`config.mk`:
```
export PLATFORM = sky130hd
export DESIGN_NAME = fp16_normalize_iter
export DESIGN_NICKNAME = d
export VERILOG_FILES = /design/src/rtl/fp16_pkg.sv /design/src/rtl/fp16_round_rne.sv /design/src/rtl/fp16_normalize_iter.sv
export SDC_FILE = /design/constraint.sdc
export NUM_CORES = 1
export LEC_CHECK = 0
export CORE_MARGIN = 2
export CORE_UTILIZATION = 58
export CTS_CLUSTER_DIAMETER = 60
export DETAILED_ROUTE_END_ITERATION = 8
export DONT_BUFFER_PORTS = 1
export HOLD_SLACK_MARGIN = 0.15
export PLACE_DENSITY = 0.76
export SLEW_MARGIN = 25
export SYNTH_ARGS = -nofsm -noshare
export SYNTH_HDL_FRONTEND = slang
export SYNTH_SLANG_ARGS = --single-unit
```
`constraint.sdc`:
```
create_clock -name clk -period 2.85 [get_ports clk]
set_input_delay 0.57 -clock clk [delete_from_list [all_inputs] [get_ports clk]]
set_output_delay 0.57 -clock clk [all_outputs]
set_load 0.1 [all_outputs]
```
`src/rtl/fp16_pkg.sv`:
```
// Shared constants and state encoding for the FP16 normalise/round stage.
package fp16_pkg;

  localparam int EMIN        = -14;
  localparam int EMAX        = 15;
  localparam int FP16_MANT_W = 11;
  localparam int FP16_EXP_W  = 7;
  localparam int WORK_EXP_W  = 9;

  localparam logic [1:0] ST_IDLE  = 2'd0;
  localparam logic [1:0] ST_NORM  = 2'd1;
  localparam logic [1:0] ST_ROUND = 2'd2;
  localparam logic [1:0] ST_DONE  = 2'd3;

  typedef enum logic [1:0] {
    S_IDLE  = ST_IDLE,
    S_NORM  = ST_NORM,
    S_ROUND = ST_ROUND,
    S_DONE  = ST_DONE
  } state_t;

endpackage

```
`src/rtl/fp16_round_rne.sv`:
```
// Round-to-nearest-even on an 11-bit kept mantissa; carry flags overflow to 2.0.
module fp16_round_rne
  import fp16_pkg::*;
(
  input  logic [FP16_MANT_W-1:0] keep,
  input  logic                   guard,
  input  logic                   sticky,
  output logic [FP16_MANT_W-1:0] mant,
  output logic                   carry
);

  logic                 round_up;
  logic [FP16_MANT_W:0] sum;

  always_comb begin
    round_up = guard & (sticky | keep[0]);
    sum      = {1'b0, keep} + {{FP16_MANT_W{1'b0}}, round_up};
    carry    = sum[FP16_MANT_W];
    // 2.0 renormalises to 1.0 with the exponent bumped by the caller
    mant     = carry ? {1'b1, {(FP16_MANT_W-1){1'b0}}} : sum[FP16_MANT_W-1:0];
  end

endmodule

```
`src/rtl/fp16_normalize_iter.sv`:
```
// Iterative normaliser: one shift per cycle into 1.xxx or subnormal form, then RNE rounding.
// Handshake: an operand transfers on a rising edge where in_valid & in_ready; it_valid pulses for one enabled cycle.
module fp16_normalize_iter
  import fp16_pkg::*;
#(
  parameter int MANT_IN_W = 22,
  parameter int EXP_IN_W  = 8
) (
  input  logic                   clk,
  input  logic                   rst,
  input  logic                   enable,
  input  logic                   in_valid,
  output logic                   in_ready,
  input  logic                   sign_in,
  input  logic [EXP_IN_W-1:0]    exp_in,
  input  logic [MANT_IN_W-1:0]   mant_in,
  input  logic                   is_nan_in,
  input  logic                   is_pinf_in,
  input  logic                   is_ninf_in,
  input  logic                   result_in,
  output logic                   it_valid,
  output logic                   sign_out,
  output logic [FP16_EXP_W-1:0]  exp_out,
  output logic [FP16_MANT_W-1:0] mant_out,
  output logic                   is_nan_out,
  output logic                   is_pinf_out,
  output logic                   is_ninf_out,
  output logic                   result_out,
  output state_t                 state_dbg
);

  localparam int TOP  = MANT_IN_W - 1;
  localparam int LEAD = MANT_IN_W - 2;
  localparam int GRD  = LEAD - FP16_MANT_W;
  localparam logic signed [WORK_EXP_W-1:0] EMIN_X  = WORK_EXP_W'(EMIN);
  localparam logic signed [WORK_EXP_W-1:0] EMAX_X  = WORK_EXP_W'(EMAX);
  localparam logic signed [WORK_EXP_W-1:0] FLUSH_X = WORK_EXP_W'(EMIN - FP16_MANT_W - 2);
  localparam logic signed [WORK_EXP_W-1:0] ONE_X   = WORK_EXP_W'(1);
  localparam logic [FP16_EXP_W-1:0]        EXP_ZERO = FP16_EXP_W'(EMIN);

  state_t state, state_d;

  logic                         w_sign, w_sign_d;
  logic signed [WORK_EXP_W-1:0] w_exp, w_exp_d;
  logic [MANT_IN_W-1:0]         w_mant, w_mant_d;
  logic                         w_sticky, w_sticky_d;
  logic                         w_result, w_result_d;

  logic                   o_sign_d, o_nan_d, o_pinf_d, o_ninf_d, o_result_d;
  logic [FP16_EXP_W-1:0]  o_exp_d;
  logic [FP16_MANT_W-1:0] o_mant_d;

  logic signed [WORK_EXP_W-1:0] exp_in_ext;
  logic signed [WORK_EXP_W-1:0] exp_r;
  logic [FP16_MANT_W-1:0]       rnd_mant;
  logic                         rnd_carry;
  logic                         rnd_sticky;

  assign exp_in_ext = WORK_EXP_W'($signed(exp_in));
  assign rnd_sticky = (|w_mant[GRD-1:0]) | w_sticky;
  assign exp_r      = w_exp + $signed({{(WORK_EXP_W-1){1'b0}}, rnd_carry});

  fp16_round_rne u_round (
    .keep   (w_mant[LEAD -: FP16_MANT_W]),
    .guard  (w_mant[GRD]),
    .sticky (rnd_sticky),
    .mant   (rnd_mant),
    .carry  (rnd_carry)
  );

  assign in_ready  = enable && !rst && (state == S_IDLE);
  assign it_valid  = enable && (state == S_DONE);
  assign state_dbg = state;

  always_comb begin
    state_d    = state;
    w_sign_d   = w_sign;
    w_exp_d    = w_exp;
    w_mant_d   = w_mant;
    w_sticky_d = w_sticky;
    w_result_d = w_result;
    o_sign_d   = sign_out;
    o_exp_d    = exp_out;
    o_mant_d   = mant_out;
    o_nan_d    = is_nan_out;
    o_pinf_d   = is_pinf_out;
    o_ninf_d   = is_ninf_out;
    o_result_d = result_out;

    unique case (state)
      S_IDLE: begin
        if (in_valid) begin
          w_sign_d   = sign_in;
          w_exp_d    = exp_in_ext;
          w_mant_d   = mant_in;
          w_sticky_d = 1'b0;
          w_result_d = result_in;
          if (is_nan_in || is_pinf_in || is_ninf_in) begin
            state_d    = S_DONE;
            o_sign_d   = sign_in;
            o_exp_d    = '0;
            o_mant_d   = '0;
            o_nan_d    = is_nan_in;
            o_pinf_d   = is_pinf_in;
            o_ninf_d   = is_ninf_in;
            o_result_d = result_in;
          end else if (mant_in == '0 || exp_in_ext < FLUSH_X) begin
            // too small to survive rounding: emit signed zero straight away
            state_d    = S_DONE;
            o_sign_d   = sign_in;
            o_exp_d    = EXP_ZERO;
            o_mant_d   = '0;
            o_nan_d    = 1'b0;
            o_pinf_d   = 1'b0;
            o_ninf_d   = 1'b0;
            o_result_d = result_in;
          end else begin
            state_d = S_NORM;
          end
        end
      end

      S_NORM: begin
        if (w_mant[TOP] || w_exp < EMIN_X) begin
          w_mant_d   = w_mant >> 1;
          w_exp_d    = w_exp + ONE_X;
          w_sticky_d = w_sticky | w_mant[0];
        end else if (!w_mant[LEAD] && w_exp > EMIN_X) begin
          w_mant_d = w_mant << 1;
          w_exp_d  = w_exp - ONE_X;
        end else begin
          state_d = S_ROUND;
        end
      end

      S_ROUND: begin
        state_d    = S_DONE;
        o_sign_d   = w_sign;
        o_nan_d    = 1'b0;
        o_result_d = w_result;
        if (exp_r > EMAX_X) begin
          o_exp_d  = '0;
          o_mant_d = '0;
          o_pinf_d = !w_sign;
          o_ninf_d = w_sign;
        end else begin
          o_exp_d  = exp_r[FP16_EXP_W-1:0];
          o_mant_d = rnd_mant;
          o_pinf_d = 1'b0;
          o_ninf_d = 1'b0;
        end
      end

      S_DONE: state_d = S_IDLE;

      default: state_d = S_IDLE;
    endcase
  end

  always_ff @(posedge clk or posedge rst) begin
    if (rst) begin
      state       <= S_IDLE;
      w_sign      <= 1'b0;
      w_exp       <= '0;
      w_mant      <= '0;
      w_sticky    <= 1'b0;
      w_result    <= 1'b0;
      sign_out    <= 1'b0;
      exp_out     <= '0;
      mant_out    <= '0;
      is_nan_out  <= 1'b0;
      is_pinf_out <= 1'b0;
      is_ninf_out <= 1'b0;
      result_out  <= 1'b0;
    end else if (enable) begin
      state       <= state_d;
      w_sign      <= w_sign_d;
      w_exp       <= w_exp_d;
      w_mant      <= w_mant_d;
      w_sticky    <= w_sticky_d;
      w_result    <= w_result_d;
      sign_out    <= o_sign_d;
      exp_out     <= o_exp_d;
      mant_out    <= o_mant_d;
      is_nan_out  <= o_nan_d;
      is_pinf_out <= o_pinf_d;
      is_ninf_out <= o_ninf_d;
      result_out  <= o_result_d;
    end
  end

endmodule

```
# After elaboration in Yosys (flattened, before gate mapping)

Cells that the tools add are included.

Output and inout port bits: 27
Register bits: 59
Word-level logic and storage cells: 103
Input bits: 39

$lt $le $gt $ge: 4
Bitwise operators: 4
Eq/ne operators: 9
Add/subtract/negate cells: 4
Reductions and logical operators: 21
Mux-type cells: 48

Operators with widths:

| cell                                                          | count |
|---|---|
| 2-to-1 mux 22 bit                                             | 3 |
| 2-to-1 mux 11 bit                                             | 5 |
| one-hot mux 22 bit (2 select lines)                           | 1 |
| 2-to-1 mux 7 bit                                              | 4 |
| 2-to-1 mux 9 bit                                              | 3 |
| zero test 22 bit                                              | 1 |
| one-hot mux 11 bit (2 select lines)                           | 1 |
| greater-than comparator 9 x 5 -> 1 bit, second input constant | 2 |
| one-hot mux 9 bit (2 select lines)                            | 1 |
| 2-to-1 mux 1 bit                                              | 17 |
| AND reduction 4 bit                                           | 4 |
| one-hot mux 7 bit (2 select lines)                            | 1 |
| adder 11 x 1 -> 12 bit                                        | 1 |
| one-hot mux 1 bit (2 select lines)                            | 6 |
| 2-to-1 mux 2 bit                                              | 5 |
| adder 9 x 2 -> 9 bit                                          | 1 |
| adder 9 x 2 -> 9 bit, second input constant                   | 1 |
| < comparator 9 x 5 -> 1 bit, second input constant            | 1 |
| OR reduction 9 bit                                            | 1 |
| subtractor 9 x 2 -> 9 bit, second input constant              | 1 |
| < comparator 8 x 6 -> 1 bit, second input constant            | 1 |
| inequality test 2 bit, second input constant                  | 4 |
| one-hot mux 2 bit (4 select lines)                            | 1 |
| equality test 2 bit, second input constant                    | 2 |
| 11 further kinds                                              | 22 |

# Longest topological paths before layout

Word-level depth: 9
Gate-level depth with buffers: 13
Depth with buffers taken out: 11

# Cells and area by module

A second synthesis with hierarchy kept.

Cell total of the unflattened synthesis: 437
Area total of the unflattened synthesis: 3,857.4 µm²

Modules (own cells, without submodules):

| module              | cells each | times used | sequential area each (µm²) | area an instance (µm²) |
|---|---|---|---|---|
| fp16_normalize_iter | 397        | 1          | 1,476.4                    | 3,573.4 |
| fp16_round_rne      | 40         | 1          | 0.0                        | 284.0 |

# Worst setup path before layout

OpenSTA, ideal clock, no wires.

Path type: input to output
From: in rst
To: out in_ready
Data required time: 2.280 ns
Arrival time: 2.759 ns
Stages on the path: 2
Slack: -0.479 ns
Path buffers: 0
Cell sequence: inv_1 and3_1

Longest elaborated chain between the ends: 3

Ends and longest elaborated chain:

| element                        | RTL line                  | source |
|---|---|---|
| from (decl)                    | fp16_normalize_iter.sv:10 | `input logic rst,` |
| zero test 1 bit (no line)      | --                        |  |
| logical AND 1 bit (2 in a row) | fp16_normalize_iter.sv:71 | `assign in_ready = enable && !rst && (state == S_IDLE);` |
| to (decl)                      | fp16_normalize_iter.sv:13 | `output logic in_ready,` |

Every way passes these cells.

# Worst setup path after layout

From: reg w_exp[7]
To: reg w_mant[8]

Longest elaborated chain between the ends: 4
Elaborated cells between the ends (all ways): 8
Classes of those cells: order compare (2); eq/ne (1); mux (2); reduce/logical (3)

Ends and longest elaborated chain:

| element                                                                                      | RTL line                                               | source |
|---|---|---|
| from (decl)                                                                                  | fp16_normalize_iter.sv:44                              | `logic signed [WORK_EXP_W-1:0] w_exp, w_exp_d;` |
| from (signal assigned)                                                                       | fp16_normalize_iter.sv:178                             | `w_exp <= w_exp_d;` |
| < comparator 9 x 5 -> 1 bit / greater-than comparator 9 x 5 -> 1 bit (equally long branches) | fp16_normalize_iter.sv:124, fp16_normalize_iter.sv:128 |  |
| logical OR 1 bit / logical AND 1 bit (equally long branches)                                 | fp16_normalize_iter.sv:124, fp16_normalize_iter.sv:128 |  |
| inequality test 3 bit (no line) / 2-to-1 mux 22 bit (equally long branches)                  | --                                                     |  |
| AND reduction 4 bit (no line) / one-hot mux 22 bit (2 select lines) (equally long branches)  | --                                                     |  |
| to (signal assigned)                                                                         | fp16_normalize_iter.sv:179                             | `w_mant <= w_mant_d;` |
| to (decl)                                                                                    | fp16_normalize_iter.sv:45                              | `logic [MANT_IN_W-1:0] w_mant, w_mant_d;` |

Several ways; a longest one is shown, not always the timed one.
A chain may end at the register's enable or synchronous reset.

==> results.py <==
metrics = {
    "job": {
        "max_cap_viol_count": 0,
    },
    "cts": {
        "cts_made_buffers": 9,
        "clk_latency_ns": 0.34,
        "clkSinkCount": 59,
        "cts_root_buffer": "clkbuf_8",
        "cts_tree": "built",
        "clk_pin_slew_ns": 0.07,
        "cts_htree_levels": 3,
        "clock_path_buffers": 2,
    },
    "layout": {
        "syn2layout_area_growth_pct": 11.2,
        "multi_input_area_um2": 2190,
        "fillCellCount": 507,
        "final_nets": 473,
        "final_cell_area_um2": 4290,
        "antennaDiodeCount": 0,
        "drive_gt1_share_pct": 14.2,
        "seqCellArea_um2": 1480,
        "utilization_pct": 67.2,
    },
    "floorplanning": {
        "ios": 66,
        "core_um2": 6390,
        "die_y_um": 85.6,
        "start_util_pct": 60.4,
        "die_area_um2": 7320,
        "fp-row-count": 29,
        "die_w_um": 85.6,
    },
    "power_and_ir_drop": {
        "pwr-share-seq_pct": 42.2,
        "power.internal_mw": 2.86,
        "ir_worst_vdd_v": 0.000988,
        "leakage_nw": 1.98,
        "p_switching_mw": 3.16,
        "switching_share_pct": 52.5,
        "combPwrFrac_pct": 43.5,
        "p_per_area_nw_per_um2": 1400,
        "pwr-share-clk_pct": 14.4,
    },
    "yosys": {
        "async_flop_share_pct": 100,
        "synth_edf_count": 0,
        "synthAdderAreaFrac_pct": 5.06,
        "synth-xor-area-share_pct": 3.86,
        "synth_area_leader_cell": "dfrtp_1",
        "synth_top_area_share_pct": 38.2,
        "syn_area_um2": 3860,
        "yosysSeqAreaShare_pct": 38.2,
        "synthMuxAreaShare_pct": 8.95,
        "synth_compound_area_share_pct": 23.1,
        "netlist_top_cells_area": "dfrtp_1 38%, mux2i_1 7.8%, ha_1 4.5%",
        "synthSimpleGateAreaFrac_pct": 15.3,
        "ys_warn_count": 0,
        "ys_types": 56,
        "syn-num-nets": 460,
        "synth_seq_cells": 59,
        "synth_cells": 406,
        "syn_area_per_cell_um2": 9.51,
        "synth_flop_cell": "dfrtp_1",
        "synth_top_family_by_area": "compound AO/OA/AOI/OAI gates",
    },
    "hold_path": {
        "worstHoldPathType": "in2reg",
        "hp-start": "is_nan_in",
    },
    "critical_path": {
        "crit_path_start_kind": "flop",
        "crit_chain": "nand4_2, a211oi_4, buf_4, buf_4, a311o_2, buf_12, a211oi_1, a21o_1",
        "cpMaxStageDelayCell": "a311o_2",
        "path_class": "reg2reg",
        "worstPathArrival_ns": 2.88,
        "cp_top_family": "compound AO/OA/AOI/OAI gates",
        "path_common_cell": "buf_4",
        "crit_fanout": 43,
        "crit_start": "w_exp[7]",
        "cp_num_buf_inv": 3,
        "required_ns": 3.08,
        "timing.rr.start": "w_exp[7]",
        "max_stage_delay_ns": 0.47,
        "endpoint_kind": "flop",
    },
    "global_route": {
        "grt-busiest-layer": "met2",
        "grt_remaining_overflow": 0,
        "antenna_found_initial": 0,
        "grt_start_max_net_pins": 60,
        "grt_pass1_vias": 3022,
        "grt_use_met3_pct": 6.74,
        "grt_use_met1_pct": 34.7,
        "grt_util_all_layers_pct": 25.5,
        "use_met2_pct": 40.0,
        "grt_pass1_wl_um": 14800,
    },
    "timing": {
        "slew_headroom_pct": 38.8,
        "setup_viol": 0,
        "fin_skew_ns": 0.00608,
        "fmax_mhz": 376,
        "drv_slew": 0,
        "period_needed_ns": 2.66,
        "worst_slew_pin_slew_ns": 0.917,
        "final_hold_viol_count": 0,
        "finalCritPeriodShare_pct": 93.2,
    },
    "placement": {
        "place.gp.congestion": 0.895,
        "dp_hpwl_um": 6370,
        "portBuffers": 0,
        "dpl_cell_area_um2": 4030,
    },
    "drt": {
        "via_count": 3144,
        "routedWlPerCell_um": 17.8,
        "drt_first_pass_iters": 4,
        "antenna_left": 0,
        "viasPerCell": 6.29,
        "drtIter0Drc": 187,
        "drc": 0,
        "wl_um": 8900,
    },
    "outcome": {
        "outcome": "complete, no violations",
    },
}
## power groups by stage
stage	Combinational, mW	Sequential [mW]	Clock, mW
floorplan	1.94	2.56	0
detailed placement	2.53	2.55	0
CTS	2.56	2.54	0.867
global placement	2.46	2.53	0
global route	2.89	2.59	0.903
finish	2.61	2.54	0.864
## per-stage QoR
stage / worst slack (ns) / TNS (ns) / cells / hold slack (ns) / power [mW]
final: 0.194 / 0 / 500 / 0.374 / 6.01
after global routing: -0.0120 / -0.0256 / 500 / 0.376 / 6.39
after CTS: 0.0580 / 0 / 497 / 0.370 / 5.96
after detailed placement: 0.106 / 0 / 482 / 0.502 / 5.08
after global placement: 0.162 / 0 / 482 / 0.487 / 4.99
after floorplan: 0.0394 / 0 / 406 / 0.464 / 4.49
## cell type report
type | instances | area share (%)
well taps | 77 | 2.25
flip-flops and latches | 59 | 34.5
clock inverters | 4 | 1.72
repair buffers | 27 | 5.31
inverters | 18 | 1.66
multi-input cells | 304 | 51.1
clock buffers | 11 | 3.53
## timing repair
item,4_1_cts,5_1_grt
endpoints found under the hold margin,0,0
gates resized for setup,0,6
hold buffers,0,0
setup endpoints to repair,0,19
buffers inserted,0,3
## flip-flops by register name, summed over array words and instances, names as in the netlist
name / cells
exp_out: 7
w_result: 1
w_sign: 1
is_nan_out: 1
w_exp: 9
sign_out: 1
state_dbg: 2
is_pinf_out: 1
w_mant: 22
result_out: 1
is_ninf_out: 1
w_sticky: 1
mant_out: 11
## layer usage
layer  part of all wire, %  vias to the layer above
li1                      -                     1535
met1                    46                     1512
met2                    47                       87
met3                   5.7                       10
met4                   1.7                        0
met5                     0                        -
## cell families (layout without fill, tap and decap cells)
kind of cell	Yosys count	after routing
XOR/XNOR	17	17
AND/OR/NAND/NOR	114	114
AO/OA/AOI/OAI	124	124
adder cells (fa/ha/maj)	15	15
multiplexers	34	34
buffers and inverters	43	60
flip-flops	59	59
## Yosys cell counts (2+ instances only)
| library cell | instances |
|---|---|
| a211oi_1 | 21 |
| a21o_1 | 22 |
| a21oi_1 | 14 |
| a22oi_1 | 4 |
| a31oi_1 | 4 |
| and2_1 | 3 |
| and3_1 | 4 |
| and4_1 | 4 |
| buf_2 | 6 |
| buf_4 | 3 |
| buf_6 | 4 |
| clkbuf_1 | 12 |
| dfrtp_1 | 59 |
| ha_1 | 14 |
| inv_1 | 17 |
| mux2_2 | 3 |
| mux2i_1 | 30 |
| nand2_1 | 26 |
| nand2b_1 | 2 |
| nand3_1 | 9 |
| nand4_1 | 4 |
| nor2_1 | 32 |
| nor2b_1 | 4 |
| nor3_1 | 6 |
| nor3b_1 | 2 |
| nor4_1 | 10 |
| o2111ai_1 | 2 |
| o211a_1 | 2 |
| o211ai_1 | 2 |
| o21a_1 | 2 |
| o21ai_0 | 16 |
| o21ai_1 | 7 |
| o2bb2ai_1 | 14 |
| o31ai_1 | 3 |
| o41ai_1 | 2 |
| or3_1 | 2 |
| xnor2_1 | 9 |
| xor2_1 | 8 |
## cell usage in the layout (no fill, tap or decap), drive strengths merged, types with 2 or more instances in the layout
cell type / count
clkinv: 3
nor2: 32
nor3: 6
nor4b: 2
buf: 27
dfrtp: 59
o21ai: 23
inv: 16
xor2: 8
o2bb2ai: 14
a31oi: 4
o211a: 2
nor4: 10
a22oi: 4
o31ai: 3
ha: 14
o2111ai: 2
or3: 2
a211oi: 22
mux2i: 30
nand2: 26
and2: 3
o41ai: 2
nand2b: 2
nor3b: 2
a21o: 22
mux2: 4
bufinv: 2
nor2b: 4
nand3: 9
o211ai: 2
o21a: 2
a21oi: 14
xnor2: 9
nand4: 5
clkbuf: 11
and4: 4
and3: 4
## worst paths after layout
check,endpoint,slack (ns),cells past startpoint
worst min register to register,w_result,0.53,1
max in group asynchronous,w_mant[10],1.95,2
worst min-delay path,is_nan_out,0.37,2
min in group asynchronous,exp_out[4],0.38,2
worst max register to register,w_mant[8],0.19,8
worst max-delay path,w_mant[8],0.19,8
No activity file was read; power rests on OpenSTA's default activity.
